==> config.mk <==
export PLATFORM = sky130hd
export DESIGN_NAME = mem_responder_flat
export DESIGN_NICKNAME = d
export VERILOG_FILES = /design/src/rtl/mem_responder_if.sv /design/src/rtl/mem_responder.sv /design/src/flat_wrapper.sv
export SDC_FILE = /design/constraint.sdc
export NUM_CORES = 2
export LEC_CHECK = 0
export ABC_AREA = 1
export CAP_MARGIN = 40
export CORE_MARGIN = 4
export CORE_UTILIZATION = 30
export DETAILED_ROUTE_END_ITERATION = 16
export GPL_ROUTABILITY_DRIVEN = 0
export HOLD_SLACK_MARGIN = 0.15
export REMOVE_ABC_BUFFERS = 1
export SYNTH_ARGS = -nofsm -noshare
export SYNTH_HDL_FRONTEND = slang
export SYNTH_SLANG_ARGS = --single-unit
==> constraint.sdc <==
create_clock -name clk -period 17.5 [get_ports clk]
set_input_delay 3.5 -clock clk [delete_from_list [all_inputs] [get_ports clk]]
set_output_delay 3.5 -clock clk [all_outputs]
set_load 0.05 [all_outputs]
==> src/rtl/mem_responder_if.sv <==
// Word-wide memory bus between an initiator (CPU) and a memory-side responder.
// The initiator holds req until it sees a one-cycle ready pulse.
interface mem_if;
  logic        req;
  logic        we;
  logic [31:0] addr;
  logic [31:0] wdata;
  logic [31:0] rdata;
  logic        ready;
  logic        err;
  logic        busy;

  modport master (output req, we, addr, wdata, input rdata, ready, err, busy);
  modport slave  (input req, we, addr, wdata, output rdata, ready, err, busy);
endinterface

==> src/rtl/mem_responder.sv <==
// Memory-side bus endpoint: word RAM behind a fixed number of wait states,
// answering each request with a registered one-cycle ready/err/rdata response.
module mem_responder #(
  parameter int    DEPTH       = 64,
  parameter int    WAIT_CYCLES = 2,
  parameter string INIT_FILE   = ""
) (
  input logic clk,
  input logic reset_n,
  mem_if.slave bus
);

  localparam int AW = (DEPTH > 1) ? $clog2(DEPTH) : 1;

  typedef enum logic [1:0] {IDLE, WAIT, RESP} state_t;

  state_t        state_q, state_d;
  logic [3:0]    cnt_q;
  logic          we_q;
  logic [31:0]   addr_q, wdata_q;
  logic          accept, access;
  logic          cur_we, cur_err;
  logic [31:0]   cur_addr, cur_wdata;
  logic [AW-1:0] cur_idx;
  logic [31:0]   mem [DEPTH];

  // NOTE: every output of an always_comb gets a default first, so no path can
  // leave it unassigned and infer a latch.
  always_comb begin
    state_d = state_q;
    accept  = 1'b0;
    case (state_q)
      IDLE: if (bus.req) begin
        accept  = 1'b1;
        state_d = (WAIT_CYCLES > 0) ? WAIT : RESP;
      end
      WAIT:    if (cnt_q <= 4'd1) state_d = RESP;
      RESP:    state_d = IDLE;
      default: state_d = IDLE;
    endcase
  end

  // The RAM access fires on the edge entering RESP; with zero wait states that
  // is the accept edge itself, so the live bus fields are used instead of the latches.
  always_comb begin
    cur_we    = we_q;
    cur_addr  = addr_q;
    cur_wdata = wdata_q;
    if (state_q == IDLE) begin
      cur_we    = bus.we;
      cur_addr  = bus.addr;
      cur_wdata = bus.wdata;
    end
    cur_err = (cur_addr[1:0] != 2'b00) || ({2'b00, cur_addr[31:2]} >= 32'(DEPTH));
    cur_idx = cur_addr[AW+1:2];
    access  = (state_d == RESP);
  end

  // NOTE: sequential state uses non-blocking assignments so every register
  // samples pre-edge values regardless of statement order.
  always_ff @(posedge clk) begin
    if (!reset_n) begin
      state_q   <= IDLE;
      cnt_q     <= '0;
      we_q      <= 1'b0;
      addr_q    <= '0;
      wdata_q   <= '0;
      bus.rdata <= '0;
      bus.ready <= 1'b0;
      bus.err   <= 1'b0;
      bus.busy  <= 1'b0;
    end else begin
      state_q <= state_d;
      if (accept) begin
        we_q    <= bus.we;
        addr_q  <= bus.addr;
        wdata_q <= bus.wdata;
        cnt_q   <= 4'(WAIT_CYCLES);
      end else if (state_q == WAIT) begin
        cnt_q <= cnt_q - 4'd1;
      end
      bus.ready <= access;
      bus.err   <= access && cur_err;
      bus.busy  <= (state_d != IDLE);
      if (access) begin
        if (cur_err)      bus.rdata <= '0;
        else if (!cur_we) bus.rdata <= mem[cur_idx];
      end
    end
  end

  // NOTE: the RAM array is deliberately not reset; only the write enable is
  // gated by reset so an in-flight write is dropped while contents survive.
  always_ff @(posedge clk) begin
    if (reset_n && access && cur_we && !cur_err) mem[cur_idx] <= cur_wdata;
  end

endmodule
==> src/flat_wrapper.sv <==
// flat-port wrapper written by rule: the top's interface ports become plain ports
module mem_responder_flat 
#(
  parameter int    DEPTH       = 64,
  parameter int    WAIT_CYCLES = 2,
  parameter string INIT_FILE   = ""
)
  (clk, reset_n, bus_req, bus_we, bus_addr, bus_wdata, bus_rdata, bus_ready, bus_err, bus_busy);
  mem_if bus_i ();
  input logic clk;
  input logic reset_n;
  input wire logic [$bits(bus_i.req)-1:0] bus_req;
  input wire logic [$bits(bus_i.we)-1:0] bus_we;
  input wire logic [$bits(bus_i.addr)-1:0] bus_addr;
  input wire logic [$bits(bus_i.wdata)-1:0] bus_wdata;
  output wire logic [$bits(bus_i.rdata)-1:0] bus_rdata;
  output wire logic [$bits(bus_i.ready)-1:0] bus_ready;
  output wire logic [$bits(bus_i.err)-1:0] bus_err;
  output wire logic [$bits(bus_i.busy)-1:0] bus_busy;
  assign bus_i.req = bus_req;
  assign bus_i.we = bus_we;
  assign bus_i.addr = bus_addr;
  assign bus_i.wdata = bus_wdata;
  assign bus_rdata = bus_i.rdata;
  assign bus_ready = bus_i.ready;
  assign bus_err = bus_i.err;
  assign bus_busy = bus_i.busy;
  mem_responder #(.DEPTH(DEPTH), .WAIT_CYCLES(WAIT_CYCLES), .INIT_FILE(INIT_FILE)) u_core (.clk(clk), .reset_n(reset_n), .bus(bus_i));
endmodule
* Word level (Yosys, flattened, before mapping)
Memories as Yosys holds them, arrays and structs flattened.
Index checks and enable logic that the tools add are counted.
** Cells by class
- Add/subtract/negate cells :: 1
- $mul :: 0
- Divide/modulo/power cells :: 0
- $lt $le $gt $ge :: 2
- Equal/unequal tests :: 3
- Shift-type cells :: 0
- Multiplexer cells :: 14
- Bitwise logic cells :: 1
- Reduce and logical (&&, ||, !) cells :: 12
** Operators with widths (number)
- 32-bit 2-to-1 mux :: 4
- 30-bit by 7-bit >= comparator with 1-bit output, second input constant :: 1
- 2-bit 2-to-1 mux :: 4
- 2-bit nonzero test :: 3
- 1-bit 2-to-1 mux :: 5
- 4-bit by 1-bit <= comparator with 1-bit output, second input constant :: 1
- 1-bit logical AND :: 4
- 2-bit case mux with 2 select lines :: 1
- 4-bit by 1-bit subtractor with 4-bit output, second input constant :: 1
- 2-bit by 1-bit == test with 1-bit output, second input constant :: 1
- 2-bit == test, second input constant :: 1
- 2-bit logical NOT :: 1
- 2-bit != test, second input constant :: 1
- 2-bit AND reduction :: 1
- 2-bit OR reduction :: 1
- 1-bit logical NOT :: 1
- 1-bit logical OR :: 1
- 1-bit NOT :: 1
** Storage, ports and cells
- Flip-flop bits (word level) :: 106
- Bits in latches :: 0
- Bits in writable memories :: 2048
- Memory bits (read-only) :: 0
- Bits of input ports :: 68
- Output and inout port bits :: 35
- Word-level logic and storage cells :: 44
- Memories :: 1
** Memory list
- u_core.mem :: words 64, bits a word 32, read ports 1, clocked after Yosys merged registers in 0, wr ports 1, line mem_responder.sv:25 : logic [31:0] mem [DEPTH];

* Longest topological paths before layout
- Depth in word-level cells :: 9
- Mapped depth :: 18
- Gate-level depth less buffers :: 15

* Worst setup path after synthesis
No wires, ideal clock.
- Kind :: in2reg
- From :: in bus_addr[0]
- To :: mem u_core.mem[48][0] (enable)
- Setup time :: 0.502 ns
- Arrival time :: 7.664 ns
- Required time :: 16.998 ns
- Path slack :: 9.335 ns
- Stages on the path :: 9
- Cell sequence :: or2_2 o21ai_0 nand3_1 nor2_1 and2_1 nand2_1 nor2_4 nand2_2 nor4_1
** On the way
- Longest elaborated chain between the ends :: 7
** Ends and longest elaborated chain
- from (decl) :: line flat_wrapper.sv:14 : input wire logic [$bits(bus_i.addr)-1:0] bus_addr;
- 32-bit 2-to-1 mux :: line mem_responder.sv:49 : if (state_q == IDLE) begin
- 2-bit nonzero test :: line mem_responder.sv:54 : cur_err = (cur_addr[1:0] != 2'b00) || ({2'b00, cur_addr[31:2]} >= 32'(DEPTH));
- 1-bit logical OR :: line mem_responder.sv:54
- 1-bit logical NOT :: line mem_responder.sv:95 : if (reset_n && access && cur_we && !cur_err) mem[cur_idx] <= cur_wdata;
- 1-bit logical AND :: line mem_responder.sv:95
- 1-bit 2-to-1 mux :: line mem_responder.sv:95
- 1-bit 2-to-1 mux (implied by the code) :: line mem_responder.sv:95
- to (decl) :: line mem_responder.sv:25
No other way between the ends.

* Final worst setup path
- From :: in bus_addr[2]
- To :: reg u_core.bus.rdata[23]
** On the way
- Longest elaborated chain between the ends :: 5
- Elaborated cells between the ends (all ways) :: 8
- Classes of those cells :: 1 x order compare; 1 x eq/ne; 3 x mux; 2 x reduce/logical; 1 x memory
** Ends and longest elaborated chain
- 32-bit 2-to-1 mux * :: line mem_responder.sv:49
- 30-bit by 7-bit >= comparator with 1-bit output :: line mem_responder.sv:54
- 1-bit logical OR :: line mem_responder.sv:54
- 2-bit != test (no line)
- 2-bit AND reduction (no line)
- to (signal assigned) :: line mem_responder.sv:87 : else if (!cur_we) bus.rdata <= mem[cur_idx];
- to (decl) :: line mem_responder_if.sv:14 : modport slave (input req, we, addr, wdata, output rdata, ready, err, busy);
Every way passes the cells marked *; elsewhere a longest branch is shown, timed or not. The select of a mux whose other input is x is not followed.
A chain may end at the register's enable or synchronous reset.

==> flow_metrics.tcl <==
set metrics [dict create \
    outcome "complete, no violations" \
    dieHeight_um 553 \
    dr.pass1.iters 6 \
    die_w_um 553 \
    max_stage_delay_ns 0.75 \
    maxCapViolCount 0 \
    die-area_um2 306000 \
    synth_top_family_by_area "simple AND/OR/NAND/NOR gates" \
    synth_top_area_share_pct 68.9 \
    area_delta_synth_final_pct 15.5 \
    cts.sinks 2154 \
    synthDistinctLibCells 34 \
    rows 199 \
    p_leak_nw 39.7 \
    start_util_pct 30.2 \
    cts_setup_buffers 0 \
    wl_per_cell_um 21.9 \
    drive_gt1_share_pct 7.27 \
    dp_hpwl_um 158000 \
    power_density_nw_per_um2 117 \
    critPathSlowestCell "buf_4" \
    yosys.area_share.simple_pct 20.6 \
    drc_errors 0 \
    io_pins 103 \
    critical_path_arrival_ns 8.43 \
    hold_viol 0 \
    grt_pass1_wl_um 397000 \
    yosysMostFrequentCell "nand2_1" \
    cp-end-kind "register" \
    critPathRequiredTime_ns 18.18 \
    synth_ff_type "edfxtp_1" \
    cts_tree "done" \
    synth_top_cell_by_area "edfxtp_1" \
    fin_nets 8542 \
    post-route-util_pct 34.9 \
    synthesis.area_um2 89200 \
    setup_viol 0 \
    cts_made_buffers 220 \
    crit_path_start_kind "input port" \
    synth_xor_area_share_pct 0 \
    skew_ns 0.0347 \
    grt.overflow.total 0 \
    grt_pass1_vias 58214 \
    yosys_warnings 0 \
    synthMuxAreaShare_pct 0 \
    whs_ns 0.466 \
    clk_path_buf_depth 3 \
    path_clk_slew_ns 0.06 \
    wirelength_um 275000 \
    synth_compound_area_share_pct 2.58 \
    clock-root-buffer "clkbuf_16" \
    final_max_slew_viol_count 0 \
    cpMostUsedCell "nand2_1" \
    antenna_found_initial 19 \
    synth_edf_count 2048 \
    core_area_um2 295000 \
    cp_max_fo 159 \
    antenna_left 0 \
    fill_cells 28775 \
    vdd_drop_max_v 0.000110 \
    yosys-top-cells-count "nand2_1, edfxtp_1, inv_1" \
    worstSkewPairLatency_ns 0.86 \
    finalCritPeriodShare_pct 44.2 \
    hp-class "reg2reg" \
    viasPerCell 4.85 \
    ys_seq_area_share_pct 71.3 \
    synthAdderAreaFrac_pct 0.0280 \
    port_buffers 102 \
    syn_area_per_cell_um2 10.6 \
    synth-seq-cells 2154 \
    vias 60978 \
    fmax_mhz 129 \
    grt_max_degree 187 \
    netlist_top_cells_area "edfxtp_1, nand2_1, inv_1" \
    crit_type "in2reg" \
    synth-async-reset-ratio_pct 0 \
    rsz0062_at_grt "no" \
    htreeDepth 4 \
    cp_cell_sequence "clkdlybuf4s50_1, nand2_1, nand2_4, buf_12, buf_4, buf_16, buf_4, nand2_1, nand2_1, nand2_1, nand2_1, nand2_1, nand2_1, nand2_1, nand2_1, nor2_1, nand3_1, a21oi_1" \
    grt_usage_pct 17.4 \
    slew_headroom_pct 31.5 \
    drt-initial-drc-count 7813 \
    cts_resized 0 \
    ctsHoldBuffers 0 \
    finalCriticalPeriod_ns 7.74 \
    tightestPinTransition_ns 1.03 \
    syn_inst 8389 \
]
## placed cells by master, fill, tap and decap left out, drive strengths merged
| cell | instances |
|---|---|
| edfxtp | 2048 |
| nor3 | 14 |
| diode | 4 |
| bufinv | 12 |
| o21ai | 345 |
| a31oi | 1 |
| or2 | 2 |
| nand3b | 2 |
| and2 | 25 |
| nor2 | 435 |
| o21a | 1 |
| clkinv | 102 |
| inv | 794 |
| ha | 2 |
| nand3 | 571 |
| clkdlybuf4s50 | 101 |
| buf | 188 |
| a21oi | 109 |
| o211ai | 1 |
| nor4 | 2 |
| nor3b | 1 |
| clkbuf | 277 |
| clkinvlp | 4 |
| dfxtp | 106 |
| nand4 | 126 |
| nand2 | 3383 |
## path summary, 6_finish.rpt
check                                                   start                           endpoint  slack, ns  cells after the start
worst min register to register  u_core.addr_q[8]$_SDFFE_PN0P_      u_core.addr_q[8]$_SDFFE_PN0P_       0.47                      2
worst min-delay path            u_core.addr_q[8]$_SDFFE_PN0P_      u_core.addr_q[8]$_SDFFE_PN0P_       0.47                      2
worst max-delay path                              bus_addr[2]  u_core.bus.rdata[23]$_SDFFE_PN0P_       9.76                     18
worst max register to register   u_core.state_q[0]$_SDFF_PN0_  u_core.bus.rdata[23]$_SDFFE_PN0P_      11.06                     20
## area by class of cell
type,count,area (um2),area share [%]
flip-flops and latches,2154,63600,61.7
multi-input cells,5020,21600,21.0
clock buffers,277,5800,5.63
well taps,3919,4900,4.76
repair buffers,289,3050,2.96
inverters,787,2950,2.87
clock inverters,125,1110,1.08
diodes,4,10.0,0.00971
## kinds of logic (layout without fill, tap and decap cells)
| family | Yosys count | in the layout |
|---|---|---|
| flip-flops | 2154 | 2154 |
| AO/OA/AOI/OAI | 457 | 457 |
| AND/OR/NAND/NOR | 4561 | 4561 |
| adder cells (fa/ha/maj) | 2 | 2 |
| other | 0 | 4 |
| buffers and inverters | 1215 | 1478 |
## sequential cells by signal (all words and copies together), names as in the netlist, 2 cells and up
signal            flops
u_core.mem         2048
u_core.addr_q        32
u_core.bus.rdata     32
u_core.wdata_q       32
u_core.cnt_q          4
u_core.state_q        2
## worst max-delay path: cells and delay by family
kind | cells | cell delay (ns)
and+or+nand+nor | 12 | 1.98
AOI/OAI and AO/OA | 1 | 0.08
buffers and inverters | 5 | 2.59
## stage by stage
| step | instances | cell area (um2) | setup WS, ns | setup TNS (ns) | total power, mW |
|---|---|---|---|---|---|
| 2_1_floorplan | 7961 | 87200 | -14.96 | -9262.91 | 7.38 |
| 3_3_place_gp | 12133 | 95400 | 8.59 | 0 | 7.56 |
| 3_5_place_dp | 12169 | 96200 | 8.93 | 0 | 7.61 |
| 4_1_cts | 12571 | 103000 | 9.83 | 0 | 12.1 |
| 5_1_grt | 12572 | 103000 | 9.52 | 0 | 12.5 |
| 6_report | 12575 | 103000 | 9.76 | 0 | 12.1 |
## layer usage
metal  up-vias  global-route usage [%]  wire length [um]
met5         -                       0                22
met4         4                    6.94             11700
met3       483                    3.25             25600
met2      2824                    28.0            126000
met1     29865                    23.1            111000
li1      27802                       -                 -
## report_power, final
| group | leakage, nW | switching, mW | internal (mW) | total, mW |
|---|---|---|---|---|
| registers | 19.4 | 0.00654 | 5.79 | 5.80 |
| logic | 16.9 | 1.34 | 0.384 | 1.73 |
| clock network | 3.39 | 2.01 | 2.52 | 4.53 |
| total | 39.7 | 3.36 | 8.70 | 12.1 |
Power figures use the tool's default switching activity.
